===== src/rtl/multicycle_processor.sv =====
// Multicycle processor: a four-step control FSM (T0..T3) drives a single muxed data bus.
// The bus feeds a register file, the A/G ALU staging registers and the zero flag.
module multicycle_processor #(
    parameter int DATA_WIDTH     = 9,
    parameter int REG_ADDR_WIDTH = 3
) (
    input  logic                      clock,
    input  logic                      resetn,
    input  logic [DATA_WIDTH-1:0]     DIN,
    input  logic                      Run,
    output logic                      Done,
    output logic [DATA_WIDTH-1:0]     BusWires,
    input  logic [REG_ADDR_WIDTH-1:0] dbg_sel,
    output logic [DATA_WIDTH-1:0]     dbg_data,
    output logic                      zero_flag
);

    localparam int NumRegs = 2 ** REG_ADDR_WIDTH;
    localparam int IrWidth = 3 + 2 * REG_ADDR_WIDTH;

    generate
        if (DATA_WIDTH < IrWidth) begin : gBadWidth
            $error("multicycle_processor: DATA_WIDTH must be at least 3 + 2*REG_ADDR_WIDTH");
        end
    endgenerate

    typedef enum logic [1:0] {
        T0 = 2'd0,
        T1 = 2'd1,
        T2 = 2'd2,
        T3 = 2'd3
    } state_t;

    typedef enum logic [2:0] {
        OpMov  = 3'b000,
        OpMovi = 3'b001,
        OpAdd  = 3'b010,
        OpSub  = 3'b011,
        OpAnd  = 3'b100,
        OpMvnz = 3'b101,
        OpRes6 = 3'b110,
        OpRes7 = 3'b111
    } opcode_t;

    state_t                    state_q, state_d;
    logic [IrWidth-1:0]        ir_q;
    logic [DATA_WIDTH-1:0]     regs_q [NumRegs];
    logic [DATA_WIDTH-1:0]     a_q;
    logic [DATA_WIDTH-1:0]     g_q;
    logic                      z_q;

    opcode_t                   opcode;
    logic [REG_ADDR_WIDTH-1:0] xIdx;
    logic [REG_ADDR_WIDTH-1:0] yIdx;
    logic                      irLoad;
    logic                      regWrite;
    logic                      aLoad;
    logic                      gLoad;
    logic [DATA_WIDTH-1:0]     aluResult;

    // Only the opcode and register fields are kept; the unused low bits of DIN are dropped.
    assign opcode = opcode_t'(ir_q[IrWidth-1 -: 3]);
    assign xIdx   = ir_q[IrWidth-4 -: REG_ADDR_WIDTH];
    assign yIdx   = ir_q[IrWidth-4-REG_ADDR_WIDTH -: REG_ADDR_WIDTH];

    assign dbg_data  = regs_q[dbg_sel];
    assign zero_flag = z_q;

    always_ff @(posedge clock or negedge resetn) begin
        if (!resetn) begin
            state_q <= T0;
        end else begin
            state_q <= state_d;
        end
    end

    always_comb begin
        state_d  = state_q;
        BusWires = '0;
        Done     = 1'b0;
        irLoad   = 1'b0;
        regWrite = 1'b0;
        aLoad    = 1'b0;
        gLoad    = 1'b0;
        case (state_q)
            T0: begin
                if (Run) begin
                    irLoad  = 1'b1;
                    state_d = T1;
                end
            end
            T1: begin
                Done    = 1'b1;
                state_d = T0;
                case (opcode)
                    OpMov: begin
                        BusWires = regs_q[yIdx];
                        regWrite = 1'b1;
                    end
                    OpMovi: begin
                        BusWires = DIN;
                        regWrite = 1'b1;
                    end
                    OpAdd, OpSub, OpAnd: begin
                        BusWires = regs_q[xIdx];
                        aLoad    = 1'b1;
                        Done     = 1'b0;
                        state_d  = T2;
                    end
                    OpMvnz: begin
                        if (!z_q) begin
                            BusWires = regs_q[yIdx];
                            regWrite = 1'b1;
                        end
                    end
                    default: begin
                    end
                endcase
            end
            T2: begin
                BusWires = regs_q[yIdx];
                gLoad    = 1'b1;
                state_d  = T3;
            end
            T3: begin
                BusWires = g_q;
                regWrite = 1'b1;
                Done     = 1'b1;
                state_d  = T0;
            end
            default: begin
                state_d = T0;
            end
        endcase
    end

    // Carry and borrow fall off the top: results wrap modulo 2**DATA_WIDTH.
    always_comb begin
        aluResult = '0;
        case (opcode)
            OpAdd:   aluResult = a_q + BusWires;
            OpSub:   aluResult = a_q - BusWires;
            OpAnd:   aluResult = a_q & BusWires;
            default: aluResult = '0;
        endcase
    end

    always_ff @(posedge clock or negedge resetn) begin
        if (!resetn) begin
            ir_q <= '0;
            a_q  <= '0;
            g_q  <= '0;
            z_q  <= 1'b1;
            for (int i = 0; i < NumRegs; i++) begin
                regs_q[i] <= '0;
            end
        end else begin
            if (irLoad) begin
                ir_q <= DIN[DATA_WIDTH-1 -: IrWidth];
            end
            if (regWrite) begin
                regs_q[xIdx] <= BusWires;
            end
            if (aLoad) begin
                a_q <= BusWires;
            end
            if (gLoad) begin
                g_q <= aluResult;
                z_q <= (aluResult == '0);
            end
        end
    end

endmodule

===== config.mk =====
export PLATFORM = sky130hd
export DESIGN_NAME = multicycle_processor
export DESIGN_NICKNAME = d
export VERILOG_FILES = /design/src/rtl/multicycle_processor.sv
export SDC_FILE = /design/constraint.sdc
export NUM_CORES = 1
export LEC_CHECK = 0
export ABC_AREA = 1
export CORE_MARGIN = 8
export CORE_UTILIZATION = 40
export DETAILED_ROUTE_END_ITERATION = 8
export SYNTH_ARGS = -nofsm -noshare
export SYNTH_HDL_FRONTEND = slang
export SYNTH_SLANG_ARGS = --single-unit

===== constraint.sdc =====
create_clock -name clock -period 4.1 [get_ports clock]
set_clock_uncertainty 0.15 [all_clocks]
set_input_delay 0.41 -clock clock [delete_from_list [all_inputs] [get_ports clock]]
set_output_delay 0.41 -clock clock [all_outputs]
set_load 0.05 [all_outputs]

### Word-level counts from Yosys, hierarchy flattened

Index checks and enable logic that the tools add are counted.

| storage, ports and cells | value |
|---|---|
| register bits after elaboration | 102 |
| input port bits | 15 |
| output and inout port bits | 20 |
| word-level logic and storage cells | 67 |

| cells by class | value |
|---|---|
| add/sub/neg operators | 2 |
| $lt $le $gt $ge | 4 |
| equality and inequality tests | 9 |
| multiplexer cells | 29 |
| bitwise gates (word level) | 4 |
| reduce and logical (&&, ||, !) cells | 6 |

Operator list:

| operator | number |
|---|---|
| binary-select mux 9 bit (select 3 bit) | 3 |
| bitwise mux 72 bit | 1 |
| two-way mux 9 bit | 8 |
| case mux 9 bit (3 select lines) | 2 |
| case mux 9 bit (4 select lines) | 1 |
| demux 9 bit (select 3 bit) | 1 |
| greater-or-equal comparator 4 bit, second input constant | 3 |
| NOT 3 -> 4 bit | 3 |
| adder 9 bit | 1 |
| AND 9 bit | 1 |
| logical NOT 9 bit | 1 |
| subtractor 9 bit | 1 |
| case mux 2 bit (4 select lines) | 1 |
| two-way mux 1 bit | 7 |
| == test 3 x 2 -> 1 bit, second input constant | 2 |
| == test 3 bit, second input constant | 2 |
| case mux 1 bit (2 select lines) | 3 |
| == test 2 bit, second input constant | 2 |
| less-than comparator 4 x 1 -> 1 bit, second input constant | 1 |
| two-way mux 2 bit | 2 |
| == test 3 x 1 -> 1 bit, second input constant | 1 |
| logical NOT 3 bit | 1 |
| OR reduction 3 bit | 1 |
| == test 2 x 1 -> 1 bit, second input constant | 1 |
| 4 further kinds | 4 |

### Longest topological paths before layout

| depth | value |
|---|---|
| depth in word-level cells | 10 |
| mapped depth | 34 |
| depth with buffers taken out | 32 |

### Least setup slack after synthesis

No wires, ideal clock.

| path | value |
|---|---|
| path kind | register -> register |
| from | reg z_q (netlist: zero_flag) |
| to | reg z_q (netlist: zero_flag) |
| library setup time | 61 ps |
| arrival time | 3553 ps |
| required time | 3889 ps |
| setup slack | 336 ps |
| stages on the path, launching flop included | 28 |
| path buffers | 1 |
| clock period less this slack | 3764 ps |
| cells stage by stage | dfstp_2 nor2_1 nand2_1 nand3_1 nand2_1 inv_1 nand3_1 nand3_1 nand2_1 clkbuf_1 inv_1 ha_1 fa_1 inv_1 nand3_1 nand2_1 nand2_1 nand2_1 a21oi_1 nor2_1 nor2_1 nand2_1 o21ai_0 nor2_1 nand3_1 nor2_1 nand3_1 nand2_1 |

| on the way | value |
|---|---|
| cells in the longest elaborated chain, start to end | 6 |
| elaborated cells between the ends (all ways) | 8 |
| classes of those cells | add/sub (2); mux (4); bitwise (1); reduce/logical (1) |

RTL lines:

| item | line | RTL |
|---|---|---|
| from (decl) | 50 | `logic z_q;` |
| from (signal assigned) | 169 | `z_q <= (aluResult == '0);` |
| two-way mux 9 bit (*) | 111 | `if (!z_q) begin` |
| case mux 9 bit (4 select lines) (*) | 95 | `case (opcode)` |
| case mux 9 bit (3 select lines) (*) | 85 | `case (state_q)` |
| named net BusWires[0] | 12 | `output logic [DATA_WIDTH-1:0] BusWires,` |
| subtractor 9 bit, or another cell as far along | 142 | `OpSub: aluResult = a_q - BusWires;` |
| case mux 9 bit (3 select lines) (*) | 140 | `case (opcode)` |
| logical NOT 9 bit (*) | 169 |  |

Mark *: on every way through the listed nets, which the timed path passes. The rest lies on a longest branch.
A chain may end at the register's enable or synchronous reset.

### Worst setup path after layout

| path | value |
|---|---|
| from | reg ir_q[3] |
| to | reg z_q (netlist: zero_flag) |

| on the way | value |
|---|---|
| cells in the longest elaborated chain, start to end | 9 |
| elaborated cells between the ends (all ways) | 11 |
| classes of those cells | add/sub (2); mux (6); bitwise (2); reduce/logical (1) |

RTL lines:

| item | line | RTL |
|---|---|---|
| from (decl) | 46 | `logic [IrWidth-1:0] ir_q;` |
| from (signal assigned) | 159 | `ir_q <= DIN[DATA_WIDTH-1 -: IrWidth];` |
| NOT 3 -> 4 bit (not written as such) (*) | 105 | `BusWires = regs_q[xIdx];` |
| binary-select mux 9 bit (select 3 bit) (*) | 105 |  |
| two-way mux 9 bit (not written as such) (*) (2 in series) | 105 |  |
| case mux 9 bit (4 select lines) (*) | 95 |  |
| case mux 9 bit (3 select lines) (*) | 85 |  |
| subtractor 9 bit, or another cell as far along | 142 |  |
| case mux 9 bit (3 select lines) (*) | 140 |  |
| logical NOT 9 bit (*) | 169 |  |

Mark *: on every way between the ends. The rest lies on a longest branch, timed or not. The select of a mux whose other input is x is not followed.

==> impl_summary.md <==
Run status
The flow ran to the end, and the final reports show no timing, DRC or antenna violations.

Setup path
The most used cell along the critical path is sky130_fd_sc_hd__nand2_1. The slowest library cell on the worst path is sky130_fd_sc_hd__dfrtp_2. In this design, the stage delay of the slowest critical-path cell is about 0.45 ns. The top fanout value on the critical path is 6. The critical setup path kind is flop to flop. STA classifies the critical path endpoint as a flop. The worst setup path is launched from a flop.

The critical path arrival is between 3 and 4 ns. The critical path data required time is 4.26 ns.

Floorplanning
In this run the core area contains 48 standard-cell rows. Measured along the x axis, the die boundary spans between 100 and 150 µm. The die covers 21800 µm².

The starting density of the core is about two fifths. The floorplan step defined a core boundary enclosing 17100 µm². Pin placement for this block handled 35 I/O pins. The die is 148 µm tall.

Drt
In the routed design, unresolved DRC markers number 0. The average detailed-routed wire length per instance is 17.9 µm. The violation count after the first detailed-route iteration is roughly 670. The detail route stage leaves a number of antenna-violating nets equal to 0. The first detailed-routing pass took 5 iterations.

The detailed-route wire length is 24100 µm. The final route contains between 7000 and 8000 vias. The number of vias per cell is ~5.3.

Synth
By area the synthesized netlist is led by sky130_fd_sc_hd__dfrtp_1, sky130_fd_sc_hd__nand2_1, sky130_fd_sc_hd__o21ai_0. Averaged over all synthesized cells, the footprint is approximately 6.5 µm². The synthesized flop and latch total is 102. The number of instances in the synthesized netlist is roughly 1100. Summing the sequential cell areas from Yosys gives between 30% and 40% of the chip area. The total nets after synthesis is roughly 1100. The biggest area consumer among synthesized cells is sky130_fd_sc_hd__dfrtp_1. The most used flip-flop cell after synthesis is sky130_fd_sc_hd__dfrtp_1. In this run, synthesis inferred 0 flip-flops with an integrated enable.

By instance count, the leading cell after synthesis is sky130_fd_sc_hd__nand2_1. During synthesis, Yosys emitted a total of 0 warnings. The top cell type by area accounts for between 30% and 40% of the synthesized area. The summed instance area of the synthesized netlist is 6940 µm². After synthesis, the netlist uses 37 different library cells. The fraction of registers with async set or reset after synthesis is 100%. The commonest cells after synthesis are sky130_fd_sc_hd__nand2_1, sky130_fd_sc_hd__o21ai_0, sky130_fd_sc_hd__inv_1.

Clock network
The later pin in the worst-skew pair is clocked with a latency of 0.37 ns. Clock-pin slew was measured on the worst setup and hold paths at 0.08 ns. The hold buffer count at cts is 0. The clock root buffer is sky130_fd_sc_hd__clkbuf_16.

The clock passes through at most 2 buffers. The total clock sinks is between 100 and 150. The CTS buffer count is 9. The TritonCTS clock tree is yes. The number of H-tree branching levels is 3.

Place
The placed instance area is ~8000 µm². After detailed placement, the design holds a cell count of between 1000 and 1500. The count of input and output buffers is 34. The placed wire-length estimate is approximately 18000 µm. Routability-driven placement finished with a final weighted congestion of between 0.9 and 1.

Timing
The time the worst path needs with I/O delays and setup is 3.82 ns. The tightest hold margin is around 0.06 ns. The final setup TNS is 0 ns. The share of the clock period used by the worst path is between 90 and 100%. Setup violations remaining at the end of the flow were counted as 0. The slew at the pin closest to its max-slew limit is 1.06 ns. Measured against its own limit, the worst slew margin works out to ~30%. The final count of pins violating max slew is 0. Timing would allow up to roughly 260 MHz. The final hold violation count is 0.

Finish
The count of cells in the finished layout, fillers not included, comes to between 1000 and 1500. The number of diodes added for antenna fixing is 0. The cell area after layout is a little over 8000 µm².

Relative to the synthesized area, the layout overhead comes to 19.1%. After filler insertion, the fill cell instance count of the layout stands at about 1800. The net count of the finished layout is approximately 1100. The post-route netlist has 10.9% of its cells at a drive strength greater than 1.

Global route
The first global-routing pass estimated between 30000 and 40000 µm of wire. The initial antenna violation count came to 0. The number of global-route vias before repair was between 6000 and 7000. The largest net degree at the start of global routing is 76.

For this run, the total global-route usage over all layers was measured as 22.4%. After global routing the overflow that remains totals 0.

Hold path
The worst hold path belongs to the class primary input to asynchronous set/reset pin.

Job
Across the run, the number of max-cap violations was 0.
-- critical path, delay by kind of cell (launching register included) --
kind,cells,cell delay (ns)
flops,1,0.45
compound gates,4,0.49
simple gates,20,1.61
fa+ha+maj,2,0.67
buf+inv,4,0.42
-- stage by stage --
step           util, %  setup WS, ns
5_1_grt           48.3       -0.0744
3_3_place_gp      45.7         0.192
4_1_cts           47.6         0.151
3_5_place_dp      45.7         0.182
6_report          48.3         0.280
2_1_floorplan        -         0.336
-- path summary, 6_finish.rpt --
kind	startpoint	end	slack [ns]	depth (start not counted)
min	resetn	regs_q[49]	0.06	1
max reg2reg	ir_q[3]	zero_flag	0.28	30
min reg2reg	regs_q[30]	regs_q[30]	0.34	2
max	ir_q[3]	zero_flag	0.28	30
max in group asynchronous	resetn	regs_q[3]	2.73	2
min in group clock	regs_q[30]	regs_q[30]	0.34	2
-- routing by layer --
metal | wire length (µm) | up-vias | GRT usage, %
met3 | 1490 | 31 | 3.27
met2 | 11000 | 254 | 35.0
met1 | 11200 | 3359 | 31.2
met4 | 469 | 0 | 6.94
li1 | - | 3527 | -
met5 | 0 | - | 0
-- layout make-up --
cell class	count	area [µm²]	area share, %
clock inverter	7	104	1.26
clock buffer	9	225	2.73
multi-input combinational	786	3690	44.7
inverter	131	497	6.01
sequential	102	2560	31.0
tap	225	282	3.41
timing repair buffer	87	902	10.9
-- state kept, by name (all words and copies together), names as in the netlist, named ones only --
signal	cells
a_q	9
state_q	1
ir_q	9
regs_q	72
zero_flag	1
g_q	9
-- what timing repair did --
| item | 4_1_cts | 5_1_grt |
|---|---|---|
| setup endpoints to repair | 0 | 4 |
| resized for setup | 0 | 24 |
| buffers inserted | 0 | 7 |
-- cell families after synthesis --
kind of cell / Yosys count / share of synthesized area [%]
buffers and inverters: 182 / 10.6
AND/OR/NAND/NOR: 520 / 30.7
flip-flops: 102 / 36.8
adder cells (fa/ha/maj): 11 / 2.09
AO/OA/AOI/OAI: 250 / 19.3
XOR/XNOR: 5 / 0.631
-- cells in the final DEF, fill, tap and decap left out, types with 16 or more instances in the layout --
cell and n:
sky130_fd_sc_hd__nand2_1 381, sky130_fd_sc_hd__o21ai_0 151, sky130_fd_sc_hd__inv_1 116, sky130_fd_sc_hd__dfrtp_1 98
sky130_fd_sc_hd__nand3_1 69, sky130_fd_sc_hd__a21oi_1 56, sky130_fd_sc_hd__buf_4 53, sky130_fd_sc_hd__nor2_1 46
sky130_fd_sc_hd__clkdlybuf4s50_1 16, sky130_fd_sc_hd__buf_12 16
Power is not shown: default switching activity piles up to over one toggle a cycle in this logic, so the estimate is an artifact.
